`config.mk`:
```
export PLATFORM = sky130hd
export DESIGN_NAME = status_led_arbiter
export DESIGN_NICKNAME = d
export VERILOG_FILES = /design/src/rtl/status_led_arbiter.sv
export SDC_FILE = /design/constraint.sdc
export NUM_CORES = 1
export LEC_CHECK = 0
export BUFFER_PORTS_ARGS = -buffer_cell sky130_fd_sc_hd__buf_4
export CAP_MARGIN = 20
export CORE_AREA = 4 4 77 79
export DETAILED_ROUTE_END_ITERATION = 6
export DIE_AREA = 0 0 81 83
export MAX_ROUTING_LAYER = met4
export PLACE_DENSITY = 0.73
export SYNTH_ARGS = -nofsm -noshare
export SYNTH_HDL_FRONTEND = slang
export SYNTH_SLANG_ARGS = --single-unit
```
`constraint.sdc`:
```
create_clock -name clk -period 2.1 [get_ports clk]
set_input_delay 0 -clock clk [delete_from_list [all_inputs] [get_ports clk]]
set_output_delay 0 -clock clk [all_outputs]
set_load 0.005 [all_outputs]
```
`src/rtl/status_led_arbiter.sv`:
```
// Status LED blink-code arbiter.
// Four requesters share one LED. An eligible requester (req high, nonzero
// code) is granted round-robin. The LED then plays N on-pulses separated by
// OFF intervals, followed by a GAP, before the next arbitration. A running
// sequence is never preempted. enable=0 freezes every register.
module status_led_arbiter #(
    parameter int TICK_COUNTS = 100_000,
    parameter int ON_TICKS    = 250,
    parameter int OFF_TICKS   = 250,
    parameter int GAP_TICKS   = 1000
) (
    input  logic        clk,
    input  logic        rst,
    input  logic        enable,
    input  logic [3:0]  req,
    input  logic [15:0] code_in,
    output logic        led_out,
    output logic [3:0]  grant,
    output logic        busy,
    output logic        done
);

    // ------------------------------------------------------------------
    // Widths and terminal counts
    // ------------------------------------------------------------------
    localparam int PRESC_W   = (TICK_COUNTS > 1) ? $clog2(TICK_COUNTS) : 1;
    localparam int MAX_PHASE = (ON_TICKS > OFF_TICKS)
                             ? ((ON_TICKS  > GAP_TICKS) ? ON_TICKS  : GAP_TICKS)
                             : ((OFF_TICKS > GAP_TICKS) ? OFF_TICKS : GAP_TICKS);
    localparam int PHASE_W   = (MAX_PHASE > 1) ? $clog2(MAX_PHASE) : 1;

    localparam logic [PRESC_W-1:0] PRESC_LAST = PRESC_W'(TICK_COUNTS - 1);
    localparam logic [PHASE_W-1:0] ON_LAST    = PHASE_W'(ON_TICKS - 1);
    localparam logic [PHASE_W-1:0] OFF_LAST   = PHASE_W'(OFF_TICKS - 1);
    localparam logic [PHASE_W-1:0] GAP_LAST   = PHASE_W'(GAP_TICKS - 1);

    typedef enum logic [1:0] {
        S_IDLE = 2'd0,
        S_ON   = 2'd1,
        S_OFF  = 2'd2,
        S_GAP  = 2'd3
    } state_t;

    // ------------------------------------------------------------------
    // State registers
    // ------------------------------------------------------------------
    state_t               state_q,     state_d;
    logic [PRESC_W-1:0]   presc_q,     presc_d;
    logic [PHASE_W-1:0]   phase_q,     phase_d;
    logic [3:0]           remaining_q, remaining_d;
    logic [1:0]           rr_ptr_q,    rr_ptr_d;
    logic [3:0]           grant_q,     grant_d;
    logic                 led_q,       led_d;
    logic                 done_q,      done_d;

    // ------------------------------------------------------------------
    // Eligibility and round-robin selection
    // ------------------------------------------------------------------
    logic [3:0] eligible;
    logic       hit;
    logic [1:0] sel;
    logic [1:0] cand;
    logic [3:0] sel_code;
    logic [3:0] sel_onehot;
    logic       tick;

    // A zero code means "nothing to show", so it never wins arbitration.
    for (genvar gi = 0; gi < 4; gi++) begin : g_elig
        assign eligible[gi] = req[gi] & (code_in[4*gi +: 4] != 4'd0);
    end

    // Search starting at rr_ptr and wrapping; first eligible requester wins.
    always_comb begin
        hit  = 1'b0;
        sel  = rr_ptr_q;
        cand = 2'd0;
        for (int k = 0; k < 4; k++) begin
            cand = rr_ptr_q + 2'(k);
            if (!hit && eligible[cand]) begin
                hit = 1'b1;
                sel = cand;
            end
        end
    end

    assign sel_code   = code_in[{sel, 2'b00} +: 4];
    assign sel_onehot = 4'b0001 << sel;

    // Timebase tick: the prescaler only runs while a sequence is playing.
    assign tick = (state_q != S_IDLE) && (presc_q == PRESC_LAST);

    // ------------------------------------------------------------------
    // Next-state / output logic
    // ------------------------------------------------------------------
    // Everything holds unless enable is high; done is a pulse and drops
    // back to 0 on every edge, so a freeze can never stretch it.
    always_comb begin
        state_d     = state_q;
        presc_d     = presc_q;
        phase_d     = phase_q;
        remaining_d = remaining_q;
        rr_ptr_d    = rr_ptr_q;
        grant_d     = grant_q;
        led_d       = led_q;
        done_d      = 1'b0;

        if (enable) begin
            if (state_q != S_IDLE) begin
                presc_d = tick ? '0 : presc_q + 1'b1;
            end

            case (state_q)
                S_IDLE: begin
                    if (hit) begin
                        grant_d     = sel_onehot;
                        remaining_d = sel_code;
                        led_d       = 1'b1;
                        state_d     = S_ON;
                        phase_d     = '0;
                        presc_d     = '0;
                        rr_ptr_d    = sel + 2'd1;
                    end
                end

                S_ON: begin
                    if (tick) begin
                        if (phase_q == ON_LAST) begin
                            phase_d     = '0;
                            led_d       = 1'b0;
                            remaining_d = remaining_q - 4'd1;
                            state_d     = (remaining_q == 4'd1) ? S_GAP : S_OFF;
                        end else begin
                            phase_d = phase_q + 1'b1;
                        end
                    end
                end

                S_OFF: begin
                    if (tick) begin
                        if (phase_q == OFF_LAST) begin
                            phase_d = '0;
                            led_d   = 1'b1;
                            state_d = S_ON;
                        end else begin
                            phase_d = phase_q + 1'b1;
                        end
                    end
                end

                S_GAP: begin
                    if (tick) begin
                        if (phase_q == GAP_LAST) begin
                            phase_d = '0;
                            done_d  = 1'b1;
                            grant_d = '0;
                            state_d = S_IDLE;
                        end else begin
                            phase_d = phase_q + 1'b1;
                        end
                    end
                end

                default: begin
                    state_d = S_IDLE;
                end
            endcase
        end
    end

    // State register with synchronous reset.
    always_ff @(posedge clk) begin
        if (rst) begin
            state_q     <= S_IDLE;
            presc_q     <= '0;
            phase_q     <= '0;
            remaining_q <= '0;
            rr_ptr_q    <= '0;
            grant_q     <= '0;
            led_q       <= 1'b0;
            done_q      <= 1'b0;
        end else begin
            state_q     <= state_d;
            presc_q     <= presc_d;
            phase_q     <= phase_d;
            remaining_q <= remaining_d;
            rr_ptr_q    <= rr_ptr_d;
            grant_q     <= grant_d;
            led_q       <= led_d;
            done_q      <= done_d;
        end
    end

    assign led_out = led_q;
    assign grant   = grant_q;
    assign busy    = (state_q != S_IDLE);
    assign done    = done_q;

endmodule

```
# Yosys cells after proc, flatten, opt, wreduce, memory -nomap -nowiden
# Index checks and enable logic that the tools add are counted.
dict set report totals {
  out_inout_bits 7
  latchBits 0
  mem_bits_ro 0
  mem_bits_rw 0
  n_memories 0
  register_bits 41
  inputBits 23
}
dict set report op_classes {
  n_mul 0
  reduce_logical 24
  bitwise 7
  div_mod_pow 0
  shift 2
  mux 49
  n_eq_ne 15
  add_sub_neg 7
  order_cmp 4
}
# op count
set ops {}
lappend ops {{$mux W17} 4}
lappend ops {{$mux W10} 5}
lappend ops {{$pmux W10 S3} 1}
lappend ops {{$mux W4} 6}
lappend ops {{$mux W2} 10}
lappend ops {{$add A17 B1 Y17 const B} 1}
lappend ops {{$eq A17 B17 Y1 const B} 1}
lappend ops {{$pmux W4 S2} 2}
lappend ops {{$reduce_bool A4 Y1} 4}
lappend ops {{$shiftx A16 B5 Y4} 1}
lappend ops {{$mux W1} 15}
lappend ops {{$ne A2 B2 Y1 const B} 7}
lappend ops {{$lt A2 B3 Y1 const B} 4}
lappend ops {{$add A10 B1 Y10 const B} 1}
lappend ops {{$eq A10 B10 Y1 const B} 1}
lappend ops {{$eq A10 B8 Y1 const B} 1}
lappend ops {{$reduce_and A5 Y1} 2}
lappend ops {{$bmux W1 S2} 4}
lappend ops {{$pmux W2 S4} 1}
lappend ops {{$reduce_and A8 Y1} 1}
lappend ops {{$reduce_and A7 Y1} 1}
lappend ops {{$reduce_bool A2 Y1} 3}
lappend ops {{$add A2 B1 Y2 const B} 2}
lappend ops {{$add A2 B2 Y2 const B} 2}
lappend ops {{17 further kinds} 28}

# Depth between registers and ports, before layout
# Gate-level depths: netlist (run 1).
dict set report depth {
  ltp_word 17
  ltp_mapped 9
}

# Worst setup path after synthesis (run 1)
# No wires, ideal clock.
dict set report synth_timing {
  path_kind {reg2reg}
  start {register state_q[0]}
  end {register remaining_q[3]}
  setup_ns 0.060
  path_stages_with_launch 9
  required_ns 2.040
  arrival_ns 2.221
  slack_ns -0.180
  period_less_slack_ns 2.280
  cell_sequence {dfxtp_1 inv_1 ha_1 nand4b_1 nor4_4 nand3_1 or4_1 a31oi_1 a221o_1}
}
dict set report synth_via {
  elab_chain_cells 4
  word_cells_on_any_way 10
}
# item line
set synth_lines {}
lappend synth_lines {{from (decl)} 47} ;# state_t state_q, state_d;
lappend synth_lines {{from (signal assigned)} 182} ;# state_q <= state_d;
lappend synth_lines {{$reduce_bool A2 Y1} 90} ;# assign tick = (state_q != S_IDLE) && (presc_q == PRESC_LAST);
lappend synth_lines {{$logic_and A1 B1 Y1} 90}
lappend synth_lines {{$ne A2 B2 Y1 (no source line)} --}
lappend synth_lines {{$reduce_and A5 Y1 (no source line)} --}
lappend synth_lines {{to (signal assigned)} 185} ;# remaining_q <= remaining_d;
lappend synth_lines {{to (decl)} 50} ;# logic [3:0] remaining_q, remaining_d;
# Parallel ways exist; a longest one is shown, timed or not.
# A chain may end at the register's enable or synchronous reset.

# Worst setup path in the final report (run 1)
# Ends and elaborated chain as after synthesis.

==> results of run 1 <==
==> layout by cell type (no fill, tap or decap), types with 4 or more instances in the layout <==
| cell type | netlist | layout |
|---|---|---|
| sky130_fd_sc_hd__a21oi_1 | 23 | 20 |
| sky130_fd_sc_hd__dfxtp_1 | 41 | 36 |
| sky130_fd_sc_hd__a31oi_1 | 6 | 6 |
| sky130_fd_sc_hd__clkbuf_8 | 3 | 5 |
| sky130_fd_sc_hd__mux2_2 | 6 | 6 |
| sky130_fd_sc_hd__a311oi_1 | 8 | 8 |
| sky130_fd_sc_hd__nor2b_1 | 4 | 4 |
| sky130_fd_sc_hd__nor3_1 | 12 | 10 |
| sky130_fd_sc_hd__mux2i_1 | 7 | 7 |
| sky130_fd_sc_hd__nand2_1 | 26 | 25 |
| sky130_fd_sc_hd__nand4_1 | 4 | 4 |
| sky130_fd_sc_hd__buf_4 | 0 | 69 |
| sky130_fd_sc_hd__and2_1 | 4 | 4 |
| sky130_fd_sc_hd__a211oi_1 | 6 | 6 |
| sky130_fd_sc_hd__nor2_1 | 41 | 36 |
| sky130_fd_sc_hd__dfxtp_2 | 0 | 5 |
| sky130_fd_sc_hd__ha_1 | 12 | 10 |
| sky130_fd_sc_hd__o21ai_0 | 13 | 6 |
| sky130_fd_sc_hd__a21oi_2 | 1 | 4 |
| sky130_fd_sc_hd__xnor2_1 | 8 | 8 |
| sky130_fd_sc_hd__a221o_1 | 4 | 4 |
| sky130_fd_sc_hd__inv_1 | 12 | 9 |
| sky130_fd_sc_hd__o21ai_1 | 0 | 4 |
| sky130_fd_sc_hd__buf_6 | 2 | 8 |
| sky130_fd_sc_hd__nand3_1 | 12 | 12 |
==> critical path, cell delays in order (launching register included) <==
cell and delay, ns:
sky130_fd_sc_hd__dfxtp_2 0.34, sky130_fd_sc_hd__inv_2 0.05, sky130_fd_sc_hd__ha_4 0.15, sky130_fd_sc_hd__nand4b_1 0.21
sky130_fd_sc_hd__buf_4 0.18, sky130_fd_sc_hd__nor4_4 0.25, sky130_fd_sc_hd__buf_6 0.16, sky130_fd_sc_hd__nand3_1 0.10
sky130_fd_sc_hd__or4_1 0.41, sky130_fd_sc_hd__a31oi_1 0.18, sky130_fd_sc_hd__a221o_1 0.13
==> report_power, final <==
group          internal, uW  switching (uW)
logic                   323             346
registers               820            37.7
clock network           219             270
total                  1360             654
==> flip-flops by register name, summed over array words and instances (netlist names) <==
| signal | flops |
|---|---|
| presc_q | 17 |
| led_out | 1 |
| state_q | 2 |
| grant | 4 |
| rr_ptr_q | 2 |
| remaining_q | 4 |
| phase_q | 10 |
| done | 1 |
==> final cells by class <==
| cell class | count | share of cell area [%] |
|---|---|---|
| Multi-Input combinational cell | 260 | 53.1 |
| Timing Repair Buffer | 78 | 17.6 |
| Tap cell | 72 | 2.52 |
| Inverter | 13 | 1.51 |
| Clock inverter | 1 | 0.140 |
| Sequential cell | 41 | 23.2 |
| Clock buffer | 5 | 1.93 |
==> path summary, 6_finish.rpt <==
| kind | startpoint | end | slack, ns | depth (start not counted) |
|---|---|---|---|---|
| setup / recovery | state_q[0]$_SDFFE_PP0P_ | remaining_q[3]$_SDFFE_PP0P_ | -0.11 | 10 |
| hold / removal | code_in[2] | remaining_q[2]$_SDFFE_PP0P_ | 0.08 | 3 |
| setup reg to reg | state_q[0]$_SDFFE_PP0P_ | remaining_q[3]$_SDFFE_PP0P_ | -0.11 | 10 |
| hold reg to reg | presc_q[16]$_SDFFE_PP0P_ | presc_q[16]$_SDFFE_PP0P_ | 0.51 | 1 |
==> layer usage <==
layer  routed length (um)  vias up  GRT usage, %
met3                  304       10          4.66
met5                    0        -             -
met4                   78        0          6.76
met2                 3790       75          37.2
li1                     -     1369             -
met1                 3190     1358          25.8
==> cell families after synthesis <==
group | share of synthesized area [%]
adder cells (fa/ha/maj) | 5.47
multiplexers | 5.02
AND/OR/NAND/NOR | 27.7
flip-flops | 29.9
XOR/XNOR | 2.55
buffers and inverters | 5.66
AO/OA/AOI/OAI | 23.7
==> timing repair <==
item,in CTS,in global routing
gates cloned,0,1
hold buffers,0,0
gates resized for setup,17,27
setup buffers,7,3
setup endpoints to repair,25,33
pin swaps,16,22
==> stage by stage <==
| stage | instances | utilization (%) | area (um2) |
|---|---|---|---|
| final | 470 | 66.9 | 3570 |
| after global routing | 470 | 66.9 | 3570 |
| after CTS | 466 | 64.7 | 3450 |
| after detailed placement | 454 | 61.4 | 3280 |
| after global placement | 454 | 61.4 | 3280 |
| after floorplan | 327 | - | 2760 |
==> run summary, run 1 <==
Of all flip-flops after synthesis, the portion carrying an async set or reset was 0%. TritonCTS built the clock tree. TritonCTS created 5 clock buffers. Before CTS, the worst setup slack after placement is -0.160 ns.

Total negative setup slack: -0.828 ns. The average instance in the mapped netlist occupies 8.39 um2. The global placer's final weighted congestion was 0.864. The tools report the first-pass GRT wire length as 11800 um. The post-synthesis instance total came out at 327.

Setup repair after global routing could not meet its margin everywhere. Fraction of post-synthesis cell area in the top cell type by area: 29.9%. The overall routed net length came out at 7360 um. The run finished, with violations left. Prevailing post-synth register cell: sky130_fd_sc_hd__dfxtp_1. Via count of the first global-routing pass: 2705.

The initial standard-cell utilization of the core came out at 51.4%. The top-level port count was 30; the vertical die dimension was 83 um. After synthesis, the netlist uses 59 different library cells. The worst setup path is of the flop to flop kind.

The cell area that synthesis handed to floorplanning was 2740 um2. The number of antenna violations at the first check in global routing was 0; the iteration-0 DRC count of the detailed router was 146. The logs give 22.0% for the global router's overall resource usage and 0 for the number of remaining DRC errors. Registers take 827 um2.

The logs give 2.34 ns for the worst endpoint required time and 36 for the maximum number of pins on one net before global-route repair. The maximum resistive drop on vdd was 0.000331 V; the number of buffer cells added on primary ports was 29. The min-delay analysis places its worst path in the category input port to flop. For the clock skew, the log shows 0.0113 ns.

By area the synthesized netlist is led by sky130_fd_sc_hd__dfxtp_1 (30%), sky130_fd_sc_hd__nor2_1 (5.6%), sky130_fd_sc_hd__ha_1 (5.5%). The total grt overflow was 0. The total of max-cap violations is 0. The count of nets left with antenna violations once routing finished came out at 0. The checks that failed: setup timing. For the portion of the post-synthesis area used by sequential elements, the log shows 29.9%. At the pin with the least slew margin, the transition time is 0.487 ns. Dividing the detail-routed via count by the number of cells gives 5.98. The maximum frequency from static timing analysis was 453 MHz. For this design the ratio of total power to cell area is 565 nW/um2.

The synthesized design contains 0 enable-type register cells. At the worst endpoint, the arrival time is 2.44 ns. The clock latency of the later-clocked register in the worst-skew pair came out at 0.30 ns. The area overhead of the layout relative to synthesis was 30.1%.

The tools report the root buffer cell as sky130_fd_sc_hd__clkbuf_8. The die is 81 um wide. The share of cells above drive strength 1 is 34.7%.

Capturing element type of the critical path: a flop. The H-tree was split into 2 levels. Fill cells in the final layout number 443. Total power of the final layout: 2020 uW. In the synthesized netlist, the cells that appear most often are sky130_fd_sc_hd__dfxtp_1 (41), sky130_fd_sc_hd__nor2_1 (41), sky130_fd_sc_hd__nand2_1 (26), sky130_fd_sc_hd__a21oi_1 (23), sky130_fd_sc_hd__o21ai_0 (13).

The vias after detailed routing came out at 2812. The worst-case headroom to the max-slew limit was 67.3%; the warning count from the yosys run was 0. The worst slack on hold paths was 0.0770 ns; the number of antenna cells inserted was 0. The final hold violation count was 0; the final count of negative-setup-slack endpoints was 19. The clock passes through at most 2 buffers. The final setup slack of the worst path was -0.107 ns; the leakage power was 0.00136 uW. In the final routed layout, each cell accounts on average for 15.7 um. Number of search-and-repair iterations in the first detailed-routing pass: 4. After clock tree synthesis, the clock-pin slew on the worst setup and hold paths is 0.08 ns. After floorplanning, the core was sized to cover 5340 um2.

The net count of the finished layout is 434. The total of flip-flops plus latches after synthesis was 41. The wire-length estimate of the detail-placed layout is 5080 um.

Summing all multi-input logic gate instances after layout gives 1900 um2. The tools report the number of standard-cell rows in the floorplan as 27. The worst path in the final design needs a cycle of 2.21 ns, including I/O delays and setup. Synthesized netlist net count: 362. Clock sink count: 41. Along the worst path, the maximum fanout reaches 6. In the finished design, the share of the clock period the worst path needs comes to 105%. The cell accounting for the most synthesized area is sky130_fd_sc_hd__dfxtp_1. The area of the die is 6720 um2. The worst setup path is launched from a flop. The count of pins over their slew limit is 0.
No activity file was read; power rests on OpenSTA's default activity.
==> run 2: changes to the inputs <==
--- a/config.mk
+++ b/config.mk
@@ -11,7 +11,7 @@
 export DETAILED_ROUTE_END_ITERATION = 6
 export DIE_AREA = 0 0 81 83
 export MAX_ROUTING_LAYER = met4
-export PLACE_DENSITY = 0.73
+export PLACE_DENSITY = 0.75
 export SYNTH_ARGS = -nofsm -noshare
 export SYNTH_HDL_FRONTEND = slang
 export SYNTH_SLANG_ARGS = --single-unit
==> run summary, run 2 (synthesized netlist as in run 1, its figures left out) <==
The flow ran to the end, but the final reports show violations. Violated checks: setup timing (unchanged). The run gives 0.29 ns (was 0.30 ns) as the clock latency of the later-clocked register in the worst-skew pair. Maximum number of pins on one net before global-route repair: 36 (unchanged). The via count normalized by instance count was 5.93 (was 5.98). The kind of start point of the critical path is a flop (unchanged). The logs give 0 (unchanged) for the number of antenna violations at the first check in global routing and 0 (unchanged) for the final hold violation count.

Peak-usage layer in the global routing report: met2 (unchanged). Clock skew: 0.00926 ns (was 0.0113 ns). The register-to-register setup slack is -0.05 ns (was -0.11 ns), and the worst-case headroom to the max-slew limit is 66.6% (was 67.3%). Time the final worst path needs with I/O delays and setup: 2.15 ns (was 2.21 ns).

The launch point of the worst hold path was enable (was code_in[2]). The area overhead of the layout relative to synthesis is 28.0% (was 30.1%). The top-level port count was 30 (unchanged); the transition time at the pin with the least slew margin was 0.494 ns (was 0.487 ns). The number of levels the H-tree was split into was 2 (unchanged). For the half-perimeter wire length after placement, the log shows 5060 um (was 5080 um). The tools report the capturing element type of the critical path as a flop (unchanged). The power per cell area was 569 nW/um2 (was 565 nW/um2). The logs give 431 (was 434) for the final layout net count and 51.4% (unchanged) for the initial standard-cell utilization of the core. Utilization after layout: 65.8% (was 66.9%). The leading cell type in the layout, fill and taps excluded is sky130_fd_sc_hd__buf_4 (unchanged).

The logs give 0 (unchanged) for the count of pins over their slew limit and 0 (unchanged) for the total grt overflow. The highest net fanout along the worst path was 6 (unchanged); the ratio of final minimum period to clock period was 102% (was 105%). The tools report the iteration-0 DRC count of the detailed router as 172 (was 146).

Regs by FF count: presc_q (17), phase_q (10) (unchanged). The routed length per instance is 15.1 um (was 15.7 um). The area of the die is 6720 um2 (unchanged). The vias after detailed routing was 2770 (was 2812). Number of cells traversed by the worst register-to-register path: 9 (was 10). The logs give 4 (was 19) for the final count of negative-setup-slack endpoints and 27 (unchanged) for the number of standard-cell rows in the floorplan. The tools report the number of search-and-repair iterations in the first detailed-routing pass as 4 (unchanged). The end of the worst register-to-register path is remaining_q[2]$_SDFFE_PP0P_ (was remaining_q[3]$_SDFFE_PP0P_).

The global router's overall resource usage was 20.7% (was 22.0%). TritonCTS built the clock tree. Setup repair after global routing could not meet its margin everywhere.

The logs give 0 (unchanged) for the number of hold-repair buffers added at the cts stage and 41 (unchanged) for the clock sink count. Number of antenna cells inserted: 0 (unchanged). The total clock buffers created by CTS is 5 (unchanged). Footprint of the flip-flops and latches: 826 um2 (was 827 um2).

The worst slack on hold paths was 0.0690 ns (was 0.0770 ns); the clock-pin slew on the worst setup and hold paths was 0.07 ns (was 0.08 ns). The tools report the overall routed net length as 7070 um (was 7360 um). The tools report the deepest clock path buffer count as 2 (unchanged).

The flip-flop count of the largest register after layout was 17 (unchanged); the met1 capacity usage during global routing was 25.7% (was 25.8%). The root buffer cell was sky130_fd_sc_hd__clkbuf_8 (unchanged). Start-to-end type of the worst setup path: flop to flop (unchanged). The tools report the worst hold path endpoint as presc_q[12]$_SDFFE_PP0P_ (was remaining_q[2]$_SDFFE_PP0P_). The global placer's final weighted congestion was 0.872 (was 0.864); the maximum frequency from static timing analysis was 466 MHz (was 453 MHz). The run gives 457 (was 443) as the filler cell count. The number of remaining DRC errors came out at 0 (unchanged).

Type of the worst min-delay path: input port to flop (unchanged). For the placeable core region, the log shows 5340 um2 (unchanged). The run gives 0.000311 V (was 0.000331 V) as the maximum resistive drop on vdd. The logs give 0 (unchanged) for the remaining number of nets flagged by the antenna check after routing and 2504 (was 2705) for the via count of the first global-routing pass. For the first-pass GRT wire length, the log shows 11100 um (was 11800 um). The logs give 0.00134 uW (was 0.00136 uW) for the leakage power and 1890 um2 (was 1900 um2) for the multi-input gate area in the final layout.

Commonest non-fill, non-tap cells in the layout: sky130_fd_sc_hd__buf_4 (70), sky130_fd_sc_hd__nor2_1 (40), sky130_fd_sc_hd__dfxtp_1 (37) (was sky130_fd_sc_hd__buf_4 (69), sky130_fd_sc_hd__nor2_1 (36), sky130_fd_sc_hd__dfxtp_1 (36)). The vertical die dimension came out at 83 um (unchanged). The met3 capacity usage during global routing was 3.36% (was 4.66%). Source of the worst register-to-register timing path: phase_q[1]$_SDFFE_PP0P_ (was state_q[0]$_SDFFE_PP0P_). The run gives 2.28 ns (was 2.34 ns) as the worst endpoint required time. The die outline width was 81 um (unchanged). Cell count of the worst hold path: 2 (was 3).

The share of cells above drive strength 1 came out at 32.2% (was 34.7%). Number of buffer cells added on primary ports: 29 (unchanged). The fraction of met2 tracks used by global routing was 34.5% (was 37.2%); the total of max-cap violations was 0 (unchanged).

Register bank with the most flops: presc_q (unchanged). For the arrival time of data at the critical path endpoint, the log shows 2.33 ns (was 2.44 ns). The final setup slack of the worst path is -0.0475 ns (was -0.107 ns).
==> run 2: report_power, final <==
part | internal [uW] | total, uW | switching, uW
Combinational | 319 | 659 | 340
Sequential | 819 | 858 | 38.8
Clock | 219 | 479 | 260
Total | 1360 | 2000 | 639
==> run 2: worst max-delay path, cell delays in order, from the launching register on <==
cell                       delay, ns
sky130_fd_sc_hd__dfxtp_2        0.33
sky130_fd_sc_hd__inv_2          0.06
sky130_fd_sc_hd__ha_4           0.11
sky130_fd_sc_hd__or4b_4         0.48
sky130_fd_sc_hd__nor4_4         0.14
sky130_fd_sc_hd__buf_4          0.18
sky130_fd_sc_hd__a41oi_2        0.13
sky130_fd_sc_hd__a211oi_2       0.27
sky130_fd_sc_hd__a21oi_2        0.09
sky130_fd_sc_hd__a221o_1        0.26
==> run 2: how the worst max path moves through the flow <==
stage                            startpoint                           to  slack, ns
floorplan           state_q[1]$_SDFFE_PP0P_  remaining_q[3]$_SDFFE_PP0P_      -0.08
global placement    phase_q[1]$_SDFFE_PP0P_  remaining_q[3]$_SDFFE_PP0P_      -0.09
detailed placement  phase_q[1]$_SDFFE_PP0P_  remaining_q[3]$_SDFFE_PP0P_      -0.15
CTS                 phase_q[1]$_SDFFE_PP0P_  remaining_q[3]$_SDFFE_PP0P_      -0.03
global route        state_q[1]$_SDFFE_PP0P_  remaining_q[2]$_SDFFE_PP0P_      -0.20
finish              phase_q[1]$_SDFFE_PP0P_  remaining_q[2]$_SDFFE_PP0P_      -0.05
==> run 2: metal layers <==
| layer | vias up | wire length, um |
|---|---|---|
| li1 | 1373 | - |
| met1 | 1321 | 3250 |
| met2 | 68 | 3390 |
| met3 | 8 | 344 |
| met4 | 0 | 85 |
| met5 | - | 0 |
==> run 2: cell type report <==
cell class / count / area share (%)
multi-input combinational: 261 / 53.8
sequential: 41 / 23.5
timing repair buffer: 74 / 16.5
tap: 72 / 2.57
clock buffer: 5 / 1.96
inverter: 13 / 1.53
clock inverter: 1 / 0.143
==> run 2: stage by stage <==
stage / std cells / power, uW / setup TNS (ns) / worst slack [ns] / area [um2]
finish: 467 / 2000 / -0.130 / -0.0475 / 3510
global placement: 456 / 1470 / -0.279 / -0.0921 / 3290
floorplan: 327 / 1270 / -0.699 / -0.0848 / 2760
CTS: 463 / 1980 / -0.0483 / -0.0279 / 3420
detailed placement: 456 / 1480 / -0.851 / -0.147 / 3290
global route: 467 / 2120 / -2.52 / -0.201 / 3510
==> run 2: what timing repair did <==
action	in CTS	in global routing
gates resized for setup	11	13
cloned	0	2
setup endpoints to repair	20	32
pin swaps	6	8
buffers inserted	1	2
==> run 3: changes to the inputs <==
--- a/config.mk
+++ b/config.mk
@@ -7,11 +7,10 @@
 export LEC_CHECK = 0
 export BUFFER_PORTS_ARGS = -buffer_cell sky130_fd_sc_hd__buf_4
 export CAP_MARGIN = 20
-export CORE_AREA = 4 4 77 79
+export CORE_AREA = 4 4 88 90
 export DETAILED_ROUTE_END_ITERATION = 6
-export DIE_AREA = 0 0 81 83
+export DIE_AREA = 0 0 92 94
 export MAX_ROUTING_LAYER = met4
-export PLACE_DENSITY = 0.75
 export SYNTH_ARGS = -nofsm -noshare
 export SYNTH_HDL_FRONTEND = slang
 export SYNTH_SLANG_ARGS = --single-unit
==> constraint.sdc (replaced) <==
create_clock -name clk -period 2.1 [get_ports clk]
set_input_delay 0.21 -clock clk [delete_from_list [all_inputs] [get_ports clk]]
set_output_delay 0.21 -clock clk [all_outputs]
set_load 0.005 [all_outputs]
==> run summary, run 3 (synthesized netlist as in run 1, its figures left out) <==
Worst slack on hold paths: 0.285 ns (was 0.0690 ns). The vias after detailed routing is 2755 (was 2770), and the clock-pin slew on the worst setup and hold paths is 0.08 ns (was 0.07 ns). Leading cell type in the layout, fill and taps excluded: sky130_fd_sc_hd__buf_4 (unchanged). The number of buffers and inverters on the critical path came out at 4 (was 2). The number of standard-cell rows in the floorplan was 31 (was 27); the final hold violation count was 0 (unchanged).

The type of the worst min-delay path is input port to flop (unchanged). The clock sink count is 41 (unchanged), and the total of max-cap violations is 0 (unchanged). Setup repair after global routing could not meet its margin everywhere.

The run finished, with violations left. The highest-delay cell along the critical path was sky130_fd_sc_hd__dfxtp_2 (was sky130_fd_sc_hd__or4b_4). The count of pins over their slew limit is 0 (unchanged). The vertical die dimension was 94 um (was 83 um). Regs by FF count: presc_q (17), phase_q (10) (unchanged).

TritonCTS built the clock tree. The area of the die was 8650 um2 (was 6720 um2); the via count normalized by instance count was 5.36 (was 5.93). The share of cells above drive strength 1 was 36.1% (was 32.2%); the maximum number of pins on one net before global-route repair was 36 (unchanged). The overall routed net length was 7290 um (was 7070 um); the power per cell area was 558 nW/um2 (was 569 nW/um2). Ratio of final minimum period to clock period: 106% (was 102%). Cell type with the highest occurrence count on the critical path: sky130_fd_sc_hd__buf_4. The logs give 0.797 (was 0.872) for the global placer's final weighted congestion and 2 (unchanged) for the deepest clock path buffer count.

Start-to-end type of the worst setup path: flop to flop (unchanged). The tools report the top-level port count as 30 (unchanged). The capturing element type of the critical path was a flop (unchanged). The number of levels the H-tree was split into is 2 (unchanged), and the routed length per instance is 14.2 um (was 15.1 um).

The flip-flop count of the largest register after layout is 17 (unchanged). The tools report the half-perimeter wire length after placement as 5290 um (was 5060 um). For the arrival time of data at the critical path endpoint, the log shows 2.41 ns (was 2.33 ns). The register bank with the most flops is presc_q (unchanged).

The iteration-0 DRC count of the detailed router was 96 (was 172). Highest net fanout along the worst path: 8 (was 6). The area overhead of the layout relative to synthesis is 36.4% (was 28.0%), and the utilization after layout is 53.0% (was 65.8%). For the clock latency of the later-clocked register in the worst-skew pair, the log shows 0.30 ns (was 0.29 ns).

Violated checks: setup timing (unchanged). The final layout net count was 449 (was 431). The final count of negative-setup-slack endpoints is 14 (was 4). The via count of the first global-routing pass is 2632 (was 2504). The time the final worst path needs with I/O delays and setup works out to 2.22 ns (was 2.15 ns).

The logs give 4 (unchanged) for the number of search-and-repair iterations in the first detailed-routing pass and 0 (unchanged) for the remaining number of nets flagged by the antenna check after routing. The run gives 7060 um2 (was 5340 um2) as the placeable core region. The tools report the number of antenna cells inserted as 0 (unchanged). The tools report the kind of start point of the critical path as a flop (unchanged). The maximum frequency from static timing analysis is 450 MHz (was 466 MHz). The maximum resistive drop on vdd was 0.000274 V (was 0.000311 V).

The transition time at the pin with the least slew margin works out to 0.431 ns (was 0.494 ns). For the number of antenna violations at the first check in global routing, the log shows 0 (unchanged). The worst endpoint required time is 2.29 ns (was 2.28 ns), and the die outline width is 92 um (was 81 um). Cell Chain, Critical Path: inv_2 -> ha_4 -> nand4b_1 -> buf_4 -> nor4_4 -> buf_6 -> buf_4 -> nand2_1 -> a211o_1 -> a211oi_1 (was inv_2 -> ha_4 -> or4b_4 -> nor4_4 -> buf_4 -> a41oi_2 -> a211oi_2 -> a21oi_2 -> a221o_1). Commonest non-fill, non-tap cells in the layout: sky130_fd_sc_hd__buf_4 (85), sky130_fd_sc_hd__dfxtp_1 (39), sky130_fd_sc_hd__nor2_1 (37) (was sky130_fd_sc_hd__buf_4 (70), sky130_fd_sc_hd__nor2_1 (40), sky130_fd_sc_hd__dfxtp_1 (37)). Peak per-stage delay on the critical path: 0.34 ns (was 0.48 ns).

The tools report the worst-case headroom to the max-slew limit as 71.2% (was 66.6%). The global router's overall resource usage is 17.3% (was 20.7%). The tools report the final setup slack of the worst path as -0.123 ns (was -0.0475 ns). The initial standard-cell utilization of the core was 38.9% (was 51.4%).

The dominant delay contributor by cell family on the critical path is compound AO/OA/AOI/OAI gates (unchanged). The leakage power came out at 0.00142 uW (was 0.00134 uW). Total grt overflow: 0 (unchanged).

Total clock buffers created by CTS: 5 (unchanged). The number of remaining DRC errors is 0 (unchanged), and the first-pass GRT wire length is 11900 um (was 11100 um). Number of buffer cells added on primary ports: 29 (unchanged). The root buffer cell is sky130_fd_sc_hd__clkbuf_8 (unchanged).

The run gives 0.00455 ns (was 0.00926 ns) as the clock skew.
run 3: cell types whose count changed in the layout (fill, tap and decap cells not counted), moves of 2 or more:
cell	previous run	this run
sky130_fd_sc_hd__dfxtp_2	4	2
sky130_fd_sc_hd__o21ai_2	0	2
sky130_fd_sc_hd__dfxtp_1	37	39
sky130_fd_sc_hd__o21ai_0	10	7
sky130_fd_sc_hd__buf_6	3	7
sky130_fd_sc_hd__nor2_2	0	3
sky130_fd_sc_hd__nor2_1	40	37
sky130_fd_sc_hd__clkinvlp_4	0	2
sky130_fd_sc_hd__buf_4	70	85
run 3: what timing repair did:
action	in CTS	in global routing
hold buffers	0	0
setup buffers	5	2
gates cloned	0	1
resized for setup	5	32
pin swaps	8	25
endpoints found under the setup margin	19	35
run 3: where the power goes:
group | internal [uW] | leakage (uW) | switching (uW)
clock network | 235 | 0.0000374 | 295
logic | 352 | 0.00105 | 352
registers | 818 | 0.000333 | 36.4
total | 1400 | 0.00142 | 683
run 3: per-layer routing:
metal  vias up  global-route usage [%]  routed length, um
li1       1393                       -                  -
met1      1319                    20.6               3410
met2        39                    30.0               3540
met3         4                    3.61                285
met4         0                    4.08                 53
met5         -                       -                  0
run 3: layout make-up:
class	instances	area (um2)
clock inverter	2	15.0
sequential	41	823
fill	702	3320
multi-input combinational	259	1890
timing repair buffer	94	757
clock buffer	6	72.6
inverter	13	53.8
tap	99	124
run 3: path summary, 6_finish.rpt:
| check | start | end | slack (ns) | depth (start not counted) |
|---|---|---|---|---|
| max | state_q[1]$_SDFFE_PP0P_ | state_q[0]$_SDFFE_PP0P_ | -0.12 | 10 |
| min | enable | presc_q[3]$_SDFFE_PP0P_ | 0.29 | 2 |
| max reg2reg | state_q[1]$_SDFFE_PP0P_ | state_q[0]$_SDFFE_PP0P_ | -0.12 | 10 |
| min reg2reg | presc_q[16]$_SDFFE_PP0P_ | presc_q[16]$_SDFFE_PP0P_ | 0.49 | 1 |
run 3: through the flow:
step / setup WS (ns) / instances / power, uW / setup TNS (ns) / cell area, um2
after floorplan: -0.0848 / 327 / 1270 / -0.699 / 2760
after global placement: -0.141 / 498 / 1510 / -1.02 / 3440
after detailed placement: -0.151 / 498 / 1510 / -1.39 / 3440
after CTS: -0.111 / 511 / 2070 / -1.06 / 3600
after global routing: -0.287 / 514 / 2210 / -4.56 / 3740
final: -0.123 / 514 / 2090 / -0.711 / 3740
